==> src/rtl/counter_pkg.sv <==
// rtl/counter_pkg.sv - shared FSM encoding and default sizing for the counter arbiter
package counter_pkg;

  // Arbitration round: pick a requester, apply its operation, show the pulse
  typedef enum logic [1:0] {
    IDLE = 2'd0,
    EXEC = 2'd1,
    WAIT = 2'd2
  } state_t;

  localparam int DEFAULT_N     = 4;
  localparam int DEFAULT_WIDTH = 4;

endpackage

==> src/rtl/counter_rr_pick.sv <==
// rtl/counter_rr_pick.sv - combinational round-robin selector over the request vector
module counter_rr_pick
  import counter_pkg::*;
#(
  parameter int N  = DEFAULT_N,
  parameter int PW = (N > 1) ? $clog2(N) : 1
) (
  input  logic [N-1:0]  req,
  input  logic [PW-1:0] ptr,
  output logic [PW-1:0] idx,
  output logic          valid
);

  logic          hi_found;
  logic [PW-1:0] hi_idx;
  logic          lo_found;
  logic [PW-1:0] lo_idx;

  // Lowest set bit at or above ptr wins; otherwise wrap to the lowest set bit overall
  always_comb begin
    hi_found = 1'b0;
    hi_idx   = '0;
    lo_found = 1'b0;
    lo_idx   = '0;
    for (int i = N - 1; i >= 0; i--) begin
      if (req[i]) begin
        lo_found = 1'b1;
        lo_idx   = PW'(i);
        if (PW'(i) >= ptr) begin
          hi_found = 1'b1;
          hi_idx   = PW'(i);
        end
      end
    end
    valid = lo_found;
    idx   = hi_found ? hi_idx : lo_idx;
  end

endmodule

==> src/rtl/counter_arbiter.sv <==
// rtl/counter_arbiter.sv - saturating up/down counter shared by N round-robin requesters
module counter_arbiter
  import counter_pkg::*;
#(
  parameter int N     = DEFAULT_N,
  parameter int WIDTH = DEFAULT_WIDTH
) (
  input  logic             clk,
  input  logic             reset,
  input  logic [N-1:0]     req,
  input  logic [N-1:0]     dir,
  output logic [N-1:0]     ack,
  output logic [N-1:0]     err,
  output logic [WIDTH-1:0] count,
  output logic             full,
  output logic             empty
);

  localparam int             PW   = (N > 1) ? $clog2(N) : 1;
  localparam logic [WIDTH-1:0] MAXV = '1;

  state_t           state_q, state_d;
  logic [WIDTH-1:0] count_q, count_d;
  logic [PW-1:0]    ptr_q,   ptr_d;
  logic [PW-1:0]    idx_q,   idx_d;
  logic             dir_q,   dir_d;
  logic [N-1:0]     ack_q,   ack_d;
  logic [N-1:0]     err_q,   err_d;

  logic [PW-1:0]    pick_idx;
  logic             pick_valid;

  counter_rr_pick #(
    .N  (N),
    .PW (PW)
  ) u_rr_pick (
    .req   (req),
    .ptr   (ptr_q),
    .idx   (pick_idx),
    .valid (pick_valid)
  );

  // State and datapath registers; reset drops any operation in flight
  always_ff @(posedge clk or posedge reset) begin
    if (reset) begin
      state_q <= IDLE;
      count_q <= '0;
      ptr_q   <= '0;
      idx_q   <= '0;
      dir_q   <= 1'b0;
      ack_q   <= '0;
      err_q   <= '0;
    end else begin
      state_q <= state_d;
      count_q <= count_d;
      ptr_q   <= ptr_d;
      idx_q   <= idx_d;
      dir_q   <= dir_d;
      ack_q   <= ack_d;
      err_q   <= err_d;
    end
  end

  // Next-state: grant in IDLE, apply in EXEC, pulse in WAIT; dir is captured only at grant
  always_comb begin
    state_d = state_q;
    count_d = count_q;
    ptr_d   = ptr_q;
    idx_d   = idx_q;
    dir_d   = dir_q;
    ack_d   = '0;
    err_d   = '0;
    case (state_q)
      IDLE: begin
        if (pick_valid) begin
          idx_d   = pick_idx;
          dir_d   = dir[pick_idx];
          state_d = EXEC;
        end
      end
      EXEC: begin
        if (dir_q) begin
          if (count_q == '0) begin
            err_d[idx_q] = 1'b1;
          end else begin
            count_d      = count_q - 1'b1;
            ack_d[idx_q] = 1'b1;
          end
        end else begin
          if (count_q == MAXV) begin
            err_d[idx_q] = 1'b1;
          end else begin
            count_d      = count_q + 1'b1;
            ack_d[idx_q] = 1'b1;
          end
        end
        if (idx_q == PW'(N - 1)) begin
          ptr_d = '0;
        end else begin
          ptr_d = idx_q + 1'b1;
        end
        state_d = WAIT;
      end
      WAIT: begin
        state_d = IDLE;
      end
      default: begin
        state_d = IDLE;
      end
    endcase
  end

  assign ack   = ack_q;
  assign err   = err_q;
  assign count = count_q;
  assign full  = (count_q == MAXV);
  assign empty = (count_q == '0);

endmodule
==> config.mk <==
export PLATFORM = sky130hd
export DESIGN_NAME = counter_arbiter
export DESIGN_NICKNAME = d
export VERILOG_FILES = /design/src/rtl/counter_pkg.sv /design/src/rtl/counter_rr_pick.sv /design/src/rtl/counter_arbiter.sv
export SDC_FILE = /design/constraint.sdc
export NUM_CORES = 1
export LEC_CHECK = 0
export ABC_AREA = 1
export BUFFER_PORTS_ARGS = -buffer_cell sky130_fd_sc_hd__buf_2
export CORE_AREA = 2 2 48 50
export CTS_CLUSTER_SIZE = 10
export DETAILED_ROUTE_END_ITERATION = 12
export DIE_AREA = 0 0 50 52
export PLACE_DENSITY = 0.74
export RECOVER_POWER = 100
export SYNTH_ARGS = -nofsm -noshare
export SYNTH_HDL_FRONTEND = slang
export SYNTH_SLANG_ARGS = --single-unit
==> constraint.sdc <==
create_clock -name clk -period 1.55 [get_ports clk]
set_clock_uncertainty 0.1 [all_clocks]
set_input_delay 0.155 -clock clk [delete_from_list [all_inputs] [get_ports clk]]
set_output_delay 0.155 -clock clk [all_outputs]
set_load 0.01 [all_outputs]
==> results of run 1 <==
==> cell usage in the layout, fill, tap and decap left out, drive strengths merged <==
cell,n
dlygate4sd3,1
ha,6
a21oi,1
nor4,1
dfrtp,19
nand2,30
fa,1
inv,28
clkbuf,18
nand4,1
buf,15
nor2,15
o21a,1
o21ai,9
o31ai,1
xor2,3
nand3,6
==> final timing paths <==
path / startpoint / end / slack, ps / depth (start not counted)
setup / recovery: count[3]$_DFFE_PP0P_ / full / 30 / 3
max in group asynchronous: reset / idx_q[0]$_DFFE_PP0P_ / 670 / 4
min in group asynchronous: reset / count[1]$_DFFE_PP0P_ / 370 / 4
hold / removal: dir[0] / dir_q$_DFFE_PP0P_ / 140 / 7
hold reg to reg: count[0]$_DFFE_PP0P_ / count[0]$_DFFE_PP0P_ / 430 / 2
setup reg to reg: count[1]$_DFFE_PP0P_ / count[3]$_DFFE_PP0P_ / 50 / 7
==> power by group through the flow <==
stage               clock network (mW)  logic, mW  registers (mW)
floorplan                            0      0.795           0.849
global placement                     0       1.11           0.813
detailed placement                   0       1.17           0.817
CTS                              0.245       1.18           0.809
global route                     0.271       1.39           0.836
finish                           0.242       1.19           0.811
==> stage by stage <==
| stage | std cells | hold slack, ps | worst slack (ps) | util (%) |
|---|---|---|---|---|
| global route | 184 | 174 | -63.3 | 57.6 |
| CTS | 182 | 146 | 5.66 | 57.8 |
| detailed placement | 177 | 81.2 | 38.5 | 56.0 |
| finish | 184 | 139 | 31.5 | 57.6 |
| global placement | 177 | 79.1 | 77.2 | 56.0 |
| floorplan | 123 | 6.13 | 101 | - |
==> registers in the layout (all words and copies together), names as in the netlist <==
register / count
dir_q: 1
err: 4
ack: 4
idx_q: 2
state_q: 2
count: 4
ptr_q: 2
==> kinds of logic (layout without fill, tap and decap cells) <==
logic type                 count (synthesis)  in the layout  share of synthesized area, %
and+or+nand+nor                           53             53                          22.6
buffers and inverters                     29             62                          11.5
DFF                                       19             19                          47.0
AOI/OAI and AO/OA                         12             12                          6.81
adders and majority gates                  7              7                          9.41
xor gates and xnor gates                   3              3                          2.60
==> cell type report <==
class / count / area share, %
flip-flops and latches: 19 / 39.2
well taps: 28 / 2.89
repair buffers: 30 / 12.2
clock buffers: 4 / 2.16
multi-input cells: 75 / 34.9
inverters: 28 / 8.66
==> layer usage <==
metal | global-route usage, % | part of all wire [%] | vias up
met5 | 0 | 0 | -
met1 | 17.4 | 42 | 390
met3 | 0.862 | 5.4 | 5
met2 | 27.4 | 50 | 28
met4 | 11.1 | 2.8 | 0
li1 | - | - | 437
==> worst max-delay path, stage by stage, from the launching register on <==
cell and delay, ps:
dfrtp_1 410, inv_2 70, nor4_4 300, buf_2 190
==> repair_timing <==
item | CTS | global route
resized for setup | 0 | 4
setup endpoints to repair | 0 | 6
buffers inserted | 0 | 2
endpoints found under the hold margin | 19 | 0
hold buffers | 1 | 0
==> results.ini, run 1 <==
[cts]
clock_latency_ps=290
cts_buffer_depth=2
h-tree-depth=1
clock_sinks=19
root_buffer=clkbuf_4
cts_tree=yes
clk_pin_slew_worst_paths_ps=100
cts_buffers=3

[drt]
via_per_inst=4.67
wirelength_um=1820
drtIter0Drc=10
drc=0
postRouteAntennaNets=0
first_pass_iters=4
wl_per_cell_um=9.90
vias=860

[synthesis]
ys_top_cells_by_count=nand2_1 (29), inv_1 (28), dfrtp_1 (19)
synth_ff_type=dfrtp_1
synth_top_cell_by_area=dfrtp_1
yosysUniqueCellTypes=17
synth_most_common_cell=nand2_1
synth-edff-count=0
synth_area_mm2=0.00101
synth_seq_cells=19
yosysTopAreaCellShare_pct=47.0
synth.avg_cell_area_um2=8.22
async_flop_share_pct=100
syn-num-nets=140
synthCells=123
synth_seq_area_share_pct=47.0
yosysWarnings=0
synth_area_leaders=dfrtp_1 (47%), nand2_1 (11%), inv_1 (10%)

[power]
swShare_pct=45.2
p_leak_nw=0.695
max-vdd-ir-drop_mv=0.881
power_density_mw_per_mm2=1850
switchingPower_mw=1.01
pwr-share-comb_pct=53.0
intPower_mw=1.23
power_mw=2.24
clkPwrFrac_pct=10.8
power_frac_seq_pct=36.2

[floorplan]
num_rows=17
design.core.area_mm2=0.00211
num_io_pins=24
dieHeight_um=52
fp.dieW_um=50
dieArea_mm2=0.00260
start_util_pct=48.0

[timing]
maxSlewHeadroom_pct=71.0
post-route-min-period_ps=1520
tns_ps=0
final-hold-violation-count=0
finalMaxSlewViolations=0
max_freq_mhz=659
setup_viol=0
grt_setup_unrepaired=yes
worst_slew_pin_slew_ps=436
post-route-period-util_pct=98.0

[flow_run]
drv_cap=0

[global_routing]
antenna_found_initial=0
grt_pass1_wl_um=2980
grt_pass1_vias=748
grt_overflow=0
grt_max_degree=20
grt_use_total_pct=15.4

[finish]
diodes=0
multi_input_comb_area_um2=424
layout.nets=174
post-route-cell-area_mm2=0.00121
regArea_um2=475
synthToLayoutAreaGrowth_pct=20.0
layout-drive-gt1-share_pct=16.0
n_fill_cell=188

[place]
place.detailed.hpwl_um=1400
gp_congestion=0.772
portBuffers=23
placed_area_mm2=0.00118

[critical_path]
cp-start-kind=flop
cp.required_ps=1290
cp_data_arrival_time_ps=1260
path_max_fanout=4
cp-end-kind=primary output
criticalPathCategory=reg -> out

[worst_hold_path]
hold_path_class=in -> reg

[run_status]
status=completed

(Power assumes the default switching activity.)
==> run 2, diff against run 1 <==
--- a/config.mk
+++ b/config.mk
@@ -7,10 +7,10 @@
 export LEC_CHECK = 0
 export ABC_AREA = 1
 export BUFFER_PORTS_ARGS = -buffer_cell sky130_fd_sc_hd__buf_2
-export CORE_AREA = 2 2 48 50
+export CORE_AREA = 3 3 49 51
 export CTS_CLUSTER_SIZE = 10
 export DETAILED_ROUTE_END_ITERATION = 12
-export DIE_AREA = 0 0 50 52
+export DIE_AREA = 0 0 52 54
 export PLACE_DENSITY = 0.74
 export RECOVER_POWER = 100
 export SYNTH_ARGS = -nofsm -noshare
==> results.ini, run 2 (same netlist as run 1, synthesis figures left out) <==
[floorplan]
num_io_pins=24
start_util_pct=51.0
dieArea_mm2=0.00281
num_rows=16
fp.dieW_um=52
design.core.area_mm2=0.00198
dieHeight_um=54

[timing]
post-route-period-util_pct=98.6
max_freq_mhz=654
grt_setup_unrepaired=yes
fin_ws_ps=21.8
post-route-min-period_ps=1530
maxSlewHeadroom_pct=52.6
worst_slew_pin_slew_ps=711
setup_viol=0
finalMaxSlewViolations=0
hold_slack_ps=156
final-hold-violation-count=0

[critical_path]
cp-end-kind=primary output
cp.required_ps=1290
cp_data_arrival_time_ps=1270
path_max_fanout=5
cp-start-kind=flop
criticalPathCategory=reg -> out

[cts]
clock_sinks=19
root_buffer=clkbuf_4
cts_buffers=3
cts_tree=yes
h-tree-depth=1
clk_pin_slew_worst_paths_ps=110
cts_buffer_depth=2
clock_latency_ps=290

[finish]
multi_input_comb_area_um2=424
final_cells=185
n_fill_cell=181
synthToLayoutAreaGrowth_pct=21.3
layout_common_cells=nand2_1 (29), inv_1 (27), dfrtp_1 (19)
layout-drive-gt1-share_pct=15.8
regArea_um2=475
layout.nets=176
final_common_cell=nand2_1
diodes=0

[place]
pre_cts_slack_ps=50.7
place.detailed.hpwl_um=1500
gp_congestion=0.770
portBuffers=23
placedCellCount=176

[run_status]
status=completed

[global_routing]
grt_use_total_pct=15.5
antenna_found_initial=0
grt_pass1_wl_um=3260
grt_max_degree=15
grt_pass1_vias=880
grt_overflow=0

[worst_hold_path]
hold_path_class=in -> reg

[drt]
wl_per_cell_um=10.4
wirelength_um=1920
drc=0
vias=873
first_pass_iters=4
postRouteAntennaNets=0
drtIter0Drc=15
via_per_inst=4.72

[power]
p_leak_nw=0.703
power_mw=2.27
max-vdd-ir-drop_mv=1.04
power_density_mw_per_mm2=1850

[flow_run]
drv_cap=0

==> run 2: cell types whose count changed in the layout (fill, tap and decap cells not counted) <==
cell | before | now
inv_1 | 26 | 27
clkbuf_1 | 13 | 14
clkbuf_2 | 1 | 0
buf_4 | 2 | 5
clkbuf_4 | 4 | 3
inv_2 | 2 | 1
==> run 2: final timing paths <==
path | from | cells after the start | slack [ps] | to
max | count[0]$_DFFE_PP0P_ | 3 | 20 | full
min | dir[0] | 7 | 160 | dir_q$_DFFE_PP0P_
max reg2reg | count[1]$_DFFE_PP0P_ | 7 | 90 | count[3]$_DFFE_PP0P_
min reg2reg | idx_q[1]$_DFFE_PP0P_ | 2 | 450 | idx_q[1]$_DFFE_PP0P_
max in group asynchronous | reset | 4 | 220 | ptr_q[0]$_DFFE_PP0P_
min in group asynchronous | reset | 3 | 230 | count[1]$_DFFE_PP0P_
==> run 2: worst max-delay path, cell delays in order (launching register included) <==
cell,delay [ps]
dfrtp_1,390
inv_2,90
nor4_4,320
buf_2,190
==> run 2: layer usage <==
| layer | GRT usage, % | up-vias | part of all wire, % |
|---|---|---|---|
| met5 | 0 | - | 0 |
| met4 | 7.42 | 0 | 1.4 |
| met3 | 2.49 | 4 | 6.7 |
| met2 | 31.6 | 33 | 52 |
| met1 | 14.9 | 398 | 40 |
| li1 | - | 438 | - |
==> run 2: area by class of cell <==
type / instances / share of cell area, %
Sequential cell: 19 / 38.8
Multi-Input combinational cell: 75 / 34.6
Timing Repair Buffer: 32 / 13.2
Inverter: 28 / 8.57
Tap cell: 27 / 2.76
Clock buffer: 4 / 2.14
==> run 2: what timing repair did <==
| item | 4_1_cts | 5_1_grt |
|---|---|---|
| gates resized for setup | 0 | 3 |
| hold buffers | 1 | 0 |
| gates cloned | 0 | 0 |
| setup buffers | 3 | 1 |
| endpoints found under the hold margin | 19 | 0 |
| endpoints found under the setup margin | 1 | 6 |
| pin swaps | 1 | 1 |
==> run 2: per-stage QoR <==
stage	setup TNS (ps)	util, %	cell area [um2]
global placement	0	59.5	1180
global route	-59.4	61.9	1230
CTS	0	62.4	1240
detailed placement	0	59.5	1180
floorplan	0	-	1010
finish	0	61.9	1230
==> run 2: report_power, final <==
part	leakage [nW]	total (mW)	internal (mW)	switching [mW]
sequential	0.246	0.794	0.676	0.118
clock	0.0150	0.245	0.100	0.145
combinational	0.442	1.23	0.483	0.750
